[src/rtl/mips_pkg.sv]
// Shared fetch-side types and constants: FSM state encoding, reset/step defaults
// and PC alignment helper used by the fetch stage and its next-PC selector.
package mips_pkg;

    typedef enum logic [2:0] {
        BOOT  = 3'd0,
        FETCH = 3'd1,
        HOLD  = 3'd2,
        DRAIN = 3'd3,
        HALT  = 3'd4
    } fetch_state_e;

    localparam logic [31:0]         RESET_PC_DEFAULT = 32'h0000_0000;
    localparam logic [31:0]         PC_STEP          = 32'd4;
    localparam int                  INSTR_W          = 32;
    localparam logic [INSTR_W-1:0]  NOP_INSTR        = 32'h0000_0000;
    localparam logic [31:0]         PC_ALIGN_MASK    = 32'hFFFF_FFFC;

    // Word-align an address by clearing its two byte-offset bits.
    function automatic logic [31:0] align_pc(input logic [31:0] addr);
        return addr & PC_ALIGN_MASK;
    endfunction

endpackage

[src/rtl/if_next_pc.sv]
// Combinational next-PC selection: aligned redirect target when a redirect is
// presented, otherwise sequential increment (wraps modulo 2^32).
module if_next_pc
    import mips_pkg::*;
#(
    parameter logic [31:0] STEP = PC_STEP
) (
    input  logic [31:0] i_pc,
    input  logic        i_redirect_valid,
    input  logic [31:0] i_redirect_pc,
    output logic [31:0] o_pcnext
);

    logic [31:0] w_pc_inc;
    logic [31:0] w_target;

    assign w_pc_inc = i_pc + STEP;
    assign w_target = align_pc(i_redirect_pc);
    assign o_pcnext = i_redirect_valid ? w_target : w_pc_inc;

endmodule

[src/rtl/if_fetch_stage.sv]
// Instruction-fetch front end: owns the PC, the imem req/ack handshake and the
// valid/ready hand-off to decode. Define IF_MISALIGN_TRAP_EN to trap misaligned redirects.
module if_fetch_stage
    import mips_pkg::*;
#(
    parameter logic [31:0] RESET_PC = RESET_PC_DEFAULT,
    parameter logic [31:0] PC_STEP  = mips_pkg::PC_STEP
) (
    input  logic        clk,
    input  logic        reset,
    output logic        imem_req,
    output logic [31:0] imem_addr,
    input  logic        imem_ack,
    input  logic [31:0] imem_rdata,
    input  logic        redirect_valid,
    input  logic [31:0] redirect_pc,
    output logic        if_valid,
    input  logic        if_ready,
    output logic [31:0] if_instr,
    output logic [31:0] if_pc,
    output logic [31:0] pc,
    output logic [31:0] pcnext,
    output logic        fetch_err
);

    fetch_state_e       r_state;
    logic [31:0]        r_pc;
    logic [31:0]        r_drain_addr;
    logic [INSTR_W-1:0] r_if_instr;
    logic [31:0]        r_if_pc;
    logic               r_if_valid;
    logic [31:0]        w_pcnext;

    if_next_pc #(
        .STEP             (PC_STEP)
    ) u_next_pc (
        .i_pc             (r_pc),
        .i_redirect_valid (redirect_valid),
        .i_redirect_pc    (redirect_pc),
        .o_pcnext         (w_pcnext)
    );

`ifdef IF_MISALIGN_TRAP_EN
    logic r_fetch_err;
    logic w_trap;

    assign w_trap    = redirect_valid && (redirect_pc[1:0] != 2'b00) && (r_state != HALT);
    assign fetch_err = r_fetch_err;
`else
    assign fetch_err = 1'b0;
`endif

    // A squashed fetch keeps presenting its original address until memory acks it.
    assign imem_req  = (r_state == FETCH) || (r_state == DRAIN);
    assign imem_addr = (r_state == DRAIN) ? r_drain_addr : r_pc;

    assign pc        = r_pc;
    assign pcnext    = w_pcnext;
    assign if_valid  = r_if_valid;
    assign if_instr  = r_if_instr;
    assign if_pc     = r_if_pc;

    always_ff @(posedge clk or negedge reset) begin
        if (!reset) begin
            r_state      <= BOOT;
            r_pc         <= RESET_PC;
            r_drain_addr <= RESET_PC;
            r_if_instr   <= NOP_INSTR;
            r_if_pc      <= RESET_PC;
            r_if_valid   <= 1'b0;
`ifdef IF_MISALIGN_TRAP_EN
            r_fetch_err  <= 1'b0;
`endif
        end else begin
            case (r_state)
                BOOT: begin
                    r_state <= FETCH;
                    if (redirect_valid) begin
                        r_pc <= w_pcnext;
                    end
                end
                FETCH: begin
                    if (redirect_valid) begin
                        r_pc <= w_pcnext;
                        if (!imem_ack) begin
                            r_drain_addr <= r_pc;
                            r_state      <= DRAIN;
                        end
                    end else if (imem_ack) begin
                        r_if_instr <= imem_rdata;
                        r_if_pc    <= r_pc;
                        r_if_valid <= 1'b1;
                        r_pc       <= w_pcnext;
                        r_state    <= HOLD;
                    end
                end
                HOLD: begin
                    // A redirect wins over a same-cycle transfer; the buffered word is dropped.
                    if (redirect_valid) begin
                        r_pc       <= w_pcnext;
                        r_if_valid <= 1'b0;
                        r_state    <= FETCH;
                    end else if (if_ready) begin
                        r_if_valid <= 1'b0;
                        r_state    <= FETCH;
                    end
                end
                DRAIN: begin
                    if (redirect_valid) begin
                        r_pc <= w_pcnext;
                    end
                    if (imem_ack) begin
                        r_state <= FETCH;
                    end
                end
                HALT: begin
                    r_if_valid <= 1'b0;
                end
                default: begin
                    r_state    <= BOOT;
                    r_if_valid <= 1'b0;
                end
            endcase
`ifdef IF_MISALIGN_TRAP_EN
            // Trap keeps the raw target in pc so a debugger can see the bad address.
            if (w_trap) begin
                r_pc        <= redirect_pc;
                r_if_valid  <= 1'b0;
                r_fetch_err <= 1'b1;
                r_state     <= HALT;
            end
`endif
        end
    end

endmodule

[config.mk]
export PLATFORM = sky130hd
export DESIGN_NAME = if_fetch_stage
export DESIGN_NICKNAME = d
export VERILOG_FILES = /design/src/rtl/mips_pkg.sv /design/src/rtl/if_next_pc.sv /design/src/rtl/if_fetch_stage.sv
export SDC_FILE = /design/constraint.sdc
export NUM_CORES = 1
export LEC_CHECK = 0
export BUFFER_PORTS_ARGS = -buffer_cell sky130_fd_sc_hd__buf_2
export CAP_MARGIN = 20
export CORE_ASPECT_RATIO = 0.7
export CORE_MARGIN = 2
export CORE_UTILIZATION = 46
export CTS_CLUSTER_SIZE = 8
export DETAILED_ROUTE_END_ITERATION = 16
export GPL_TIMING_DRIVEN = 0
export PLACE_DENSITY_LB_ADDON = 0.1
export SLEW_MARGIN = 30
export SYNTH_ARGS = -nofsm -noshare
export SYNTH_HDL_FRONTEND = slang
export SYNTH_SLANG_ARGS = --single-unit
[constraint.sdc]
create_clock -name clk -period 2.2 [get_ports clk]
set_input_delay 0.33 -clock clk [delete_from_list [all_inputs] [get_ports clk]]
set_output_delay 0.33 -clock clk [all_outputs]
set_load 0.01 [all_outputs]
==> results.toml, run 1 <==
[outcome]
status = "complete, but fails checks"
failed_checks = "setup timing"

[drt]
firstDrtPassIters = 7
num_vias = 6700
finalWirelength_um = 22770
drtAntennaViolNets = 0
drc = 0
drtIter0Drc = 535
wl_per_cell_um = 17.96
via_per_inst = 5.284

[sta]
rsz0062_at_grt = "yes"
hold_viol = 0
max_freq_mhz = 374.8
skew_ps = 5.383
slew_headroom = 0.5480
worstMarginPinSlew_ps = 678.1
report.final.slew_viol_count = 0
finalWorstSetupSlack_ps = -467.8
fin_crit_ps = 2668
fin_tns_setup_ps = -6492
holdWs_ps = 96.93
fin_crit_sh = 1.213
setup_violations = 23

[clock_tree]
cts_tree = "built"
root_buffer = "clkbuf_16"
cts_buffers = 17
clock_latency_ps = 420
cts.clk_slew.worst_paths_ps = 60
cts_buffer_depth = 2
cts_sinks = 131
htreeDepth = 4

[power]
power_frac_comb = 0.504
power.density_nw_per_um2 = 1471
finalPower_w = 0.01488
p_leak_nw = 5.165
p_switching_w = 0.005922
switching_share = 0.3979
irDropWorstVdd_uv = 886.5
p_int_w = 0.008961
pwr-share-clk = 0.201
p_seq_frac = 0.294

[grt]
overflow = 0
grt_pass1_wl_um = 34150
grt_max_degree = 71
antenna_found_initial = 0
grt.total_usage = 0.2818
grt_pass1_vias = 6219

[critical_path]
crit_fanout = 3
r2r_cells = 11
critPathArrivalTime_ps = 2340
reg2reg_setup_slack_ps = 50
end_kind = "output port"
critical_path_class = "register to output port"
r2r_end = "pc[22]"
cp-start-kind = "register"
required_ps = 1870
r2r_start = "pc[5]"

[logic_synthesis]
synth_area_um2 = 6879
synthArstFlopShare = 1.000
syn-num-nets = 809
synth-edff-count = 0
syn-mean-instance-area_um2 = 9.359
synthDistinctLibCells = 52
synth_ff_type = "dfrtp_1"
ys_warn_count = 0
yosys_register_bits = 131
syn-instance-count = 735
yosysSeqAreaShare = 0.4765

[finish]
drive_gt1_frac = 0.4902
layout.cells.non_filler = 1268
final_nets = 1134
diodes = 0
area_growth_pct = 47.11

[die]
floorplan.initialDensity = 0.4688
die_width_um = 150.2
coreArea_um2 = 14680
die-area_um2 = 15960
rows = 37
io-pin-count = 232
die_h_um = 106.3

[placement]
dp_slack_ps = -746.0
dp_hpwl_um = 15120
dp.cells = 1160
portBuffers = 228
place_congestion = 0.8252

[min_path]
hold-path-endpoint = "if_instr[14]"
hp-class = "input port to register"
hold_start = "imem_rdata[14]"
hold_depth = 3

[flow_run]
cap_viol_max_count = 0
==> registers in the layout, indices dropped and copies added (netlist names) <==
register,count
if_pc,32
if_instr,32
if_valid,1
r_drain_addr,32
r_state,2
pc,32
==> repair_timing <==
item,CTS,global route
cloned,0,0
pin swaps,28,29
buffers inserted,51,37
hold endpoints to repair,61,0
hold buffers,1,0
gates resized for setup,125,42
endpoints found under the setup margin,165,140
==> area by class of cell <==
type | instances | area, µm²
Fill cell | 1188 | 4556
Multi-Input combinational cell | 534 | 3615
Sequential cell | 131 | 3293
Timing Repair Buffer | 315 | 1933
Clock buffer | 21 | 480.5
Buffer | 52 | 370.4
Tap cell | 195 | 244.0
Clock inverter | 11 | 150.1
Inverter | 9 | 33.78
==> kinds of logic after synthesis <==
| group | synth area share |
|---|---|
| fa+ha+maj | 0.009094 |
| other cells | 0.0005451 |
| mux | 0.1162 |
| xor+xnor | 0.03565 |
| compound gates | 0.09422 |
| flops | 0.4765 |
| simple gates | 0.2152 |
| buf+inv | 0.05256 |
==> worst max-delay path, cell delays in order (launching register included) <==
cell and delay, ps:
dfrtp_2 420, buf_6 120, and3_1 200, nand4_1 150, buf_6 180, nor4_4 330
xor2_1 120, mux2_4 280, buf_6 120
==> per-stage QoR <==
step             util  area [µm²]
3_5_place_dp   0.5665        8314
3_3_place_gp   0.5631        8264
4_1_cts        0.6620        9716
6_report       0.6896       10120
5_1_grt        0.6896       10120
2_1_floorplan       -        6879
==> per-layer routing <==
| layer | part of all wire | track usage | up-vias |
|---|---|---|---|
| met5 | 0 | 0 | - |
| met4 | 0.016 | 0.08288 | 0 |
| met3 | 0.083 | 0.07210 | 34 |
| met2 | 0.44 | 0.4155 | 303 |
| met1 | 0.46 | 0.4095 | 3230 |
| li1 | - | - | 3133 |
==> power by group through the flow <==
stage               sequential [W]  clock [W]  combinational (W)
floorplan                  0.00459          0            0.00350
global placement           0.00426          0            0.00628
detailed placement         0.00428          0            0.00635
CTS                        0.00431    0.00303            0.00710
global route               0.00453    0.00315            0.00809
finish                     0.00438    0.00300            0.00751
==> placed cells by master (no fill, tap or decap), types with 4 or more instances in the layout <==
cell | Yosys | layout
nand2_1 | 239 | 237
buf_2 | 5 | 221
dfrtp_1 | 131 | 119
buf_4 | 4 | 78
mux2_2 | 71 | 63
buf_6 | 5 | 28
o21ai_0 | 33 | 26
nor2_1 | 21 | 18
clkbuf_16 | 0 | 17
clkbuf_1 | 40 | 15
a21oi_1 | 18 | 15
xnor2_1 | 16 | 14
clkbuf_2 | 0 | 12
xor2_1 | 12 | 12
dfrtp_2 | 0 | 12
inv_1 | 9 | 9
a31oi_1 | 9 | 9
nand4_1 | 8 | 8
clkbuf_8 | 4 | 8
mux2_4 | 0 | 8
a2bb2oi_1 | 9 | 8
nor3_4 | 0 | 6
o21ai_1 | 1 | 6
o22ai_1 | 6 | 6
o21a_1 | 6 | 6
o22a_1 | 6 | 6
nor4_4 | 3 | 5
and3_4 | 0 | 5
clkinvlp_4 | 0 | 5
nand3_4 | 0 | 4
and2_4 | 0 | 4
nand3_1 | 12 | 4
nand3_2 | 0 | 4
==> synthesized netlist by cell type, types with 4 or more instances <==
cell type	count	area (µm²)
and2_1	5	31.28
nand4_1	8	50.05
xnor2_1	16	140.1
o22a_1	6	52.55
buf_2	5	25.02
nand3_1	12	60.06
a21oi_1	18	90.09
clkbuf_8	4	55.05
ha_1	5	62.56
inv_1	9	33.78
or3_1	4	25.02
buf_6	5	56.30
clkbuf_1	40	150.1
nand2_1	239	897.1
o21ai_0	33	165.2
o21a_1	6	45.04
a31oi_1	9	56.30
dfrtp_1	131	3278
nor2_1	21	78.83
xor2_1	12	105.1
buf_4	4	30.03
nor3_1	8	40.04
a2bb2oi_1	9	78.83
and3_1	6	37.54
o22ai_1	6	37.54
mux2_2	71	799.5
==> worst max path at each step <==
stage,start,to
global placement,reset,if_instr[6]
detailed placement,r_state[1],pc[22]
global route,pc[12],pcnext[27]
floorplan,pc[5],pcnext[28]
CTS,pc[5],pcnext[27]
finish,pc[12],pcnext[27]
(Power assumes the default switching activity.)
==> run 2: changes to the inputs <==
--- a/config.mk
+++ b/config.mk
@@ -8,7 +8,6 @@
 export BUFFER_PORTS_ARGS = -buffer_cell sky130_fd_sc_hd__buf_2
 export CAP_MARGIN = 20
 export CORE_ASPECT_RATIO = 0.7
-export CORE_MARGIN = 2
 export CORE_UTILIZATION = 46
 export CTS_CLUSTER_SIZE = 8
 export DETAILED_ROUTE_END_ITERATION = 16
==> results.toml, run 2 (synthesized netlist as in run 1, its figures left out) <==
[grt]
grt_max_degree = 76
overflow = 0
grt.total_usage = 0.2824
grt_pass1_vias = 6052
antenna_found_initial = 2
grt_pass1_wl_um = 33400

[finish]
area_growth_pct = 43.80
regArea_um2 = 3289
final_nets = 1112
nFillCells = 1121
stdcell_area_um2 = 9892
mostFrequentLayoutCells = "nand2_1, buf_2, dfrtp_1"
final_common_cell = "nand2_1"
drive_gt1_frac = 0.4709
multi_input_area_um2 = 3585

[clock_tree]
root_buffer = "clkbuf_16"
cts.clk_slew.worst_paths_ps = 60
cts_sinks = 131
clock_latency_ps = 420
cts_tree = "built"
cts_buffer_depth = 2
htreeDepth = 4
cts_buffers = 17

[drt]
drtIter0Drc = 593
firstDrtPassIters = 5
num_vias = 6656
via_per_inst = 5.368
drtAntennaViolNets = 0
finalWirelength_um = 22220
wl_per_cell_um = 17.92
drc = 0

[critical_path]
crit_fanout = 3
crit_top_cell = "buf_6"
r2r_cells = 7
end_kind = "output port"
critPathTopFamily = "simple AND/OR/NAND/NOR gates"
slowest_stage = "or3_4"
critical_path_class = "register to output port"
r2r_start = "r_state[1]"
r2r_end = "pc[29]"
crit_buf_inv = 3
crit_chain = "buf_6 > buf_6 > and3_4 > nand4_1 > or3_4 > xnor2_2 > mux2_4 > buf_6"
required_ps = 1870
critPathMaxStageDelay_ps = 470
cp-start-kind = "register"
reg2reg_setup_slack_ps = 100
critPathArrivalTime_ps = 2360

[sta]
slew_headroom = 0.5859
holdWs_ps = 91.74
fin_crit_ps = 2687
rsz0062_at_grt = "yes"
fin_tns_setup_ps = -7254
finalWorstSetupSlack_ps = -486.6
fin_crit_sh = 1.221
max_freq_mhz = 372.2
skew_ps = 11.75
report.final.slew_viol_count = 0
hold_viol = 0
worstMarginPinSlew_ps = 621.1
setup_violations = 23

[die]
io-pin-count = 232
coreArea_um2 = 14230
die-area_um2 = 15460
die_h_um = 104.3
rows = 36
die_width_um = 148.2
floorplan.initialDensity = 0.4833

[power]
irDropWorstVdd_uv = 951.5
finalPower_w = 0.01480
p_leak_nw = 5.018
power.density_nw_per_um2 = 1496

[placement]
portBuffers = 228
placed_cell_area_um2 = 8308
dp_hpwl_um = 14730
place_congestion = 0.8403

[flow_run]
cap_viol_max_count = 0

[min_path]
hold_depth = 3
hp-class = "input port to register"
hold_start = "imem_rdata[0]"
hold-path-endpoint = "if_instr[0]"

[outcome]
status = "complete, but fails checks"
failed_checks = "setup timing"
==> run 2: area by class of cell <==
class                   instances  area share
clock buffers                  18     0.04440
clock inverters                12     0.02074
plain buffers                  54     0.03668
repair buffers                291      0.1756
flip-flops and latches        131      0.3325
well taps                     190     0.02403
multi-input cells             534      0.3624
diodes                          1   0.0002530
inverters                       9    0.003415
==> run 2: stage by stage <==
stage / utilization / instances / worst slack, ps
global placement: 0.5802 / 1153 / -1059
CTS: 0.6706 / 1218 / -448.6
detailed placement: 0.5837 / 1155 / -672.8
global route: 0.6950 / 1240 / -557.5
floorplan: - / 735 / 26.70
finish: 0.6950 / 1240 / -486.6
==> run 2: per-layer routing <==
layer	global-route usage	vias up	part of all wire
met5	0	-	0.00063
met4	0.07732	2	0.017
met3	0.07237	46	0.091
met2	0.4078	330	0.43
met1	0.4150	3186	0.46
li1	-	3092	-
==> run 2: what timing repair did <==
action / 4_1_cts / 5_1_grt
hold buffers: 1 / 0
gates resized for setup: 107 / 55
hold endpoints to repair: 74 / 0
endpoints found under the setup margin: 165 / 85
setup buffers: 38 / 24
gates cloned: 0 / 0
pin swaps: 26 / 20
==> run 2: how the worst max path moves through the flow <==
stage | slack [ps] | depth (start not counted) | to | startpoint
after floorplan | 30 | 7 | pcnext[28] | pc[5]
after global placement | -1060 | 1 | if_instr[2] | reset
after detailed placement | -670 | 8 | pc[24] | r_state[1]
after CTS | -450 | 8 | pcnext[27] | pc[7]
after global routing | -560 | 9 | pcnext[27] | pc[13]
final | -490 | 8 | pcnext[23] | pc[13]
==> run 2: worst reg2reg max path, delay by kind of cell, from the launching register on <==
| family | cells | cell delay [ps] |
|---|---|---|
| adders and majority gates | 1 | 300 |
| AOI/OAI and AO/OA | 4 | 890 |
| DFF | 1 | 420 |
| buffers and inverters | 2 | 380 |
==> run 2: power by group <==
| part | switching [W] | internal (W) | leakage, nW |
|---|---|---|---|
| registers | 0.000823 | 0.00356 | 1.59 |
| logic | 0.00394 | 0.00336 | 3.12 |
| clock network | 0.00109 | 0.00203 | 0.309 |
| total | 0.00585 | 0.00895 | 5.02 |
